===== config.mk =====
export PLATFORM = sky130hd
export DESIGN_NAME = lpc_synth
export DESIGN_NICKNAME = d
export VERILOG_FILES = /design/src/rtl/lpc_synth.sv
export SDC_FILE = /design/constraint.sdc
export NUM_CORES = 2
export LEC_CHECK = 0
export BUFFER_PORTS_ARGS = -buffer_cell sky130_fd_sc_hd__buf_2
export CORE_MARGIN = 3
export CORE_UTILIZATION = 33
export CTS_BUF_LIST = sky130_fd_sc_hd__clkbuf_8
export DETAILED_ROUTE_END_ITERATION = 8
export GPL_TIMING_DRIVEN = 0
export SLEW_MARGIN = 20
export SYNTH_ARGS = -nofsm -noshare
export SYNTH_HDL_FRONTEND = slang
export SYNTH_SLANG_ARGS = --single-unit

===== constraint.sdc =====
create_clock -name clk -period 14.9 [get_ports clk]
set_input_delay 2.235 -clock clk [delete_from_list [all_inputs] [get_ports clk]]
set_output_delay 2.235 -clock clk [all_outputs]
set_load 0.02 [all_outputs]

===== src/rtl/lpc_synth.sv =====
// All-pole LPC synthesis filter: gain-scaled excitation plus sum of a_k*y[n-k],
// evaluated one tap per cycle on a single multiplier-accumulator, saturated to 16 bits.
module lpc_synth #(
  parameter int ORDER = 10,
  parameter int FRAC  = 14,
  parameter int ACCW  = 40
) (
  input  logic               clk,
  input  logic               rst,
  input  logic               in_valid,
  input  logic signed [15:0] in_data,
  output logic               in_ready,
  input  logic [15:0]        gain,
  input  logic               coef_we,
  input  logic [3:0]         coef_addr,
  input  logic signed [15:0] coef_data,
  input  logic               hist_clr,
  output logic signed [15:0] out_data,
  output logic               out_valid,
  output logic               coef_err
);

  typedef enum logic [1:0] {IDLE, MAC, WB} state_t;

  localparam logic [3:0]             LAST = 4'(ORDER);
  localparam logic signed [ACCW-1:0] YMAX = ACCW'(32767);
  localparam logic signed [ACCW-1:0] YMIN = ACCW'(-32768);

  state_t                 state, state_nxt;
  logic [3:0]             k;
  logic signed [ACCW-1:0] acc, acc_shr;
  logic signed [15:0]     coef [1:ORDER];
  logic signed [15:0]     hist [1:ORDER];
  logic                   clr_pend;
  logic signed [32:0]     xg;
  logic signed [31:0]     prod;
  logic signed [15:0]     coef_k, hist_k, ysat;

  always_ff @(posedge clk or posedge rst) begin
    if (rst) state <= IDLE;
    else     state <= state_nxt;
  end

  always_comb begin
    state_nxt = state;
    in_ready  = 1'b0;
    case (state)
      IDLE: begin
        in_ready = 1'b1;
        if (in_valid) state_nxt = MAC;
      end
      MAC:     if (k == LAST) state_nxt = WB;
      WB:      state_nxt = IDLE;
      default: state_nxt = IDLE;
    endcase
  end

  // Gain is unsigned, so it is zero-extended before the signed multiply.
  always_comb begin
    xg      = in_data * $signed({1'b0, gain});
    coef_k  = coef[k];
    hist_k  = hist[k];
    prod    = coef_k * hist_k;
    acc_shr = acc >>> FRAC;
    if (acc_shr > YMAX)      ysat = 16'sh7FFF;
    else if (acc_shr < YMIN) ysat = -16'sh8000;
    else                     ysat = acc_shr[15:0];
  end

  // A history clear seen while busy is remembered and applied on the next IDLE
  // edge, ahead of any sample accepted on that same edge.
  always_ff @(posedge clk or posedge rst) begin
    if (rst) begin
      acc       <= '0;
      k         <= '0;
      clr_pend  <= 1'b0;
      out_data  <= '0;
      out_valid <= 1'b0;
      coef_err  <= 1'b0;
      for (int i = 1; i <= ORDER; i++) begin
        coef[i] <= '0;
        hist[i] <= '0;
      end
    end else begin
      out_valid <= 1'b0;
      coef_err  <= coef_we && (state != IDLE);
      case (state)
        IDLE: begin
          if (coef_we && coef_addr != 4'd0 && coef_addr <= LAST)
            coef[coef_addr] <= coef_data;
          if (hist_clr || clr_pend) begin
            for (int i = 1; i <= ORDER; i++) hist[i] <= '0;
            clr_pend <= 1'b0;
          end
          if (in_valid) begin
            acc <= ACCW'(xg >>> 15) <<< FRAC;
            k   <= 4'd1;
          end
        end
        MAC: begin
          acc <= acc + ACCW'(prod);
          k   <= k + 4'd1;
          if (hist_clr) clr_pend <= 1'b1;
        end
        WB: begin
          out_data  <= ysat;
          out_valid <= 1'b1;
          hist[1]   <= ysat;
          for (int i = 2; i <= ORDER; i++) hist[i] <= hist[i-1];
          if (hist_clr) clr_pend <= 1'b1;
        end
        default: ;
      endcase
    end
  end

endmodule


==> impl_metrics.env <==
export IMPL_detail_route_wl_per_cell_microns=20.3
export IMPL_synth_top_cells_by_area="fa_1 28%, dfrtp_1 26%, ha_1 8.0%, inv_1 6.8%, mux2_2 5.7%"
export IMPL_cts_made_buffers=68
export IMPL_synth_largest_area_cell="fa_1"
export IMPL_route_antenna_remaining_nets=0
export IMPL_post_synth_cell_area_avg_sq_um=10.2
export IMPL_residual_drc=0
export IMPL_timing_slew_headroom_pct=21.9
export IMPL_final_hold_violation_count=0
export IMPL_synthesized_flop_and_latch_total=385
export IMPL_yosys_cell_types_count=69
export IMPL_placement_io_buffers=59
export IMPL_grt_setup_unrepaired="false"
export IMPL_gp_congestion=0.911
export IMPL_area_taken_by_multi_input_logic_gates_sq_mm=0.0247
export IMPL_cts_setup_buffers=0
export IMPL_proportion_of_netlist_area_held_by_the_largest_area_contributor_pct=27.9
export IMPL_tritoncts="built"
export IMPL_number_of_setup_violations_in_the_final_report=0
export IMPL_die_width_microns=343
export IMPL_type_of_element_capturing_the_critical_path="flip-flop"
export IMPL_grt_max_degree=96
export IMPL_net_count_after_synthesis=4483
export IMPL_synth_cell_area_sq_mm=0.0375
export IMPL_post_drt_via_cell_ratio=5.12
export IMPL_post_synth_mux_area_share_pct=8.62
export IMPL_wirelength_microns=109000
export IMPL_root_buffer="clkbuf_8"
export IMPL_synth_async_sr_flop_share_pct=100
export IMPL_worst_pin_slew_ns=1.17
export IMPL_netlist_instances=3664
export IMPL_num_nets_final=4622
export IMPL_synth_xor_xnor_area_share_pct=1.29
export IMPL_status="finished clean"
export IMPL_ctsHtreeMaxLevel=3
export IMPL_first_iter_violations=2096
export IMPL_post_cts_hold_buffer_count=0
export IMPL_path_class="reg -> reg"
export IMPL_flow_area_growth_from_synthesis_pct=10.3
export IMPL_ys_warnings_count=0
export IMPL_final_common_cell="inv_1"
export IMPL_drv_slew=0
export IMPL_post_synth_fa_ha_maj_area_fraction_pct=35.9
export IMPL_finClkSkew_ns=0.0497
export IMPL_critical_path_peak_fanout=10
export IMPL_combinational_family_with_the_most_area_after_synthesis="adder cells"
export IMPL_timing_hold_worst_class="reg -> reg"
export IMPL_design_die_area_sq_mm=0.118
export IMPL_proportion_of_layout_cells_with_a_drive_suffix_above_1_pct=11.5
export IMPL_initial_utilization_pct=33.6
export IMPL_timing_critical_path_required_ns=15.41
export IMPL_cts_max_path_buffers=3
export IMPL_worstSetupStartpointType="flip-flop"
export IMPL_maxCapViolCount=0
export IMPL_fillCellCount=11200
export IMPL_layout_cells_most_common_list="691 x inv_1, 523 x fa_1, 385 x dfrtp_1, 353 x nand2_1, 239 x ha_1"
export IMPL_synth_edff_count=0
export IMPL_first_global_vias=28800
export IMPL_grt_pass1_wl_microns=172000
export IMPL_placement_rows=122
export IMPL_floorplan_die_height_microns=343
export IMPL_final_period_utilization_pct=77.3
export IMPL_dpl_hpwl_microns=86700
export IMPL_tritoncts_num_sinks=385
export IMPL_first_pass_iters=5
export IMPL_synthSimpleGateAreaFrac_pct=9.96
export IMPL_synth_compound_area_share_pct=9.82
export IMPL_layout_area_seq_sq_mm=0.00963
export IMPL_clkSlewWorstSetupHoldPaths_ns=0.06
export IMPL_all_layer_gr_usage_pct=18.9
export IMPL_via_count=27400
export IMPL_max_clock_freq_mhz=86.9
export IMPL_grt_antenna_before_repair=5
export IMPL_io_pins=76
export IMPL_core_area_sq_mm=0.112
export IMPL_postSynth_topFlopCell="dfrtp_1"
export IMPL_grt_overflow_total=0
export IMPL_arrival_time_reported_for_the_critical_path_endpoint_ns=12.03
export IMPL_final_period_minus_worst_setup_slack_ns=11.51
export IMPL_cts_repair_resize_count=0
export IMPL_worstSkewPairLatency_ns=0.67
export IMPL_synth_seq_area_share_pct=25.7
export IMPL_accumulated_negative_setup_slack_ns=0
## area by class of cell
type,instances,share of cell area [%]
Multi-Input combinational cell,2421,59.8
Buffer,184,1.74
Antenna cell,3,0.0182
Inverter,674,6.14
Tap cell,1488,4.51
Clock inverter,34,0.636
Clock buffer,84,2.80
Timing Repair Buffer,69,1.09
Sequential cell,385,23.3
## state kept, by name, summed over array words and instances (netlist names)
signal     cells
out_data      16
coef_err       1
out_valid      1
k              4
hist         160
clr_pend       1
state          2
acc           40
coef         160
## stage by stage
step / setup slack [ns] / std cells / hold WS, ns / util (%) / area, sq um
after floorplan: 1.97 / 3664 / 0.445 / - / 37500
after global placement: -2.63 / 5211 / 0.462 / 35.5 / 39600
after detailed placement: 3.58 / 5221 / 0.467 / 35.7 / 39900
after CTS: 3.61 / 5339 / 0.480 / 37.0 / 41300
after global routing: 3.01 / 5340 / 0.507 / 37.0 / 41300
final: 3.39 / 5342 / 0.476 / 37.0 / 41300
## routing by layer
metal / GRT usage [%] / vias to the layer above / wire length (microns)
met1: 27.0 / 14100 / 49000
li1: - / 12100 / -
met2: 29.5 / 990 / 48700
met4: 4.49 / 2 / 2350
met5: 0 / - / 11
met3: 3.58 / 144 / 8590
## Yosys cell counts, drive strengths merged (3+ instances only)
| master | number |
|---|---|
| o22ai | 16 |
| clkbuf | 143 |
| xor2 | 17 |
| nand2 | 354 |
| nor2b | 41 |
| o21bai | 4 |
| dfrtp | 385 |
| a221oi | 32 |
| nor4 | 4 |
| a31oi | 13 |
| nand4 | 11 |
| xnor2 | 38 |
| nand3 | 16 |
| a22o | 145 |
| nand3b | 3 |
| ha | 239 |
| o31a | 14 |
| o21ai | 87 |
| mux2 | 189 |
| and3 | 10 |
| and2 | 94 |
| fa | 523 |
| o211ai | 5 |
| nor3 | 25 |
| o31ai | 30 |
| o32ai | 4 |
| o22a | 3 |
| inv | 674 |
| a21o | 25 |
| nand2b | 32 |
| a21oi | 95 |
| nor2 | 221 |
| mux4 | 32 |
| mux2i | 38 |
| o21a | 7 |
| a211oi | 14 |
| or3 | 4 |
| or2 | 9 |
| buf | 41 |
## critical path, stage by stage, from the launching register on
cell and delay, ns:
dfrtp_1 0.67, buf_1 0.71, buf_1 0.90, buf_2 0.48, clkbuf_1 0.60, o21ai_0 0.27
a21oi_1 0.94, clkbuf_1 0.55, nor2_1 0.16, fa_1 0.58, fa_1 0.44, fa_1 0.56
fa_1 0.47, fa_1 0.52, inv_1 0.06, fa_1 0.49, inv_1 0.04, ha_1 0.34
and3_1 0.32, o2111ai_1 0.28, a31oi_1 0.54, a31oi_1 0.21, a41oi_1 0.41, nor4_1 0.09
a41o_1 0.21, o41ai_1 0.36, a31oi_1 0.13
## final timing paths
kind                       endpoint   start  slack, ns  cells after the start
hold / removal               acc[2]  acc[2]       0.48                      2
hold reg to reg              acc[2]  acc[2]       0.48                      2
min in group asynchronous  coef[92]     rst       1.56                      2
setup / recovery            acc[38]    k[1]       3.39                     26
setup reg to reg            acc[38]    k[1]       3.39                     26
max in group asynchronous  hist[78]     rst      12.20                      4
## kinds of logic after synthesis
| group | Yosys count |
|---|---|
| muxes | 259 |
| xor gates and xnor gates | 55 |
| and+or+nand+nor | 831 |
| adders and majority gates | 762 |
| DFF | 385 |
| buffers and inverters | 858 |
| AOI/OAI and AO/OA | 514 |
Power is left out: the tool's default activity adds up to more than one toggle a clock period on the data nets, which glitch-free logic cannot reach.
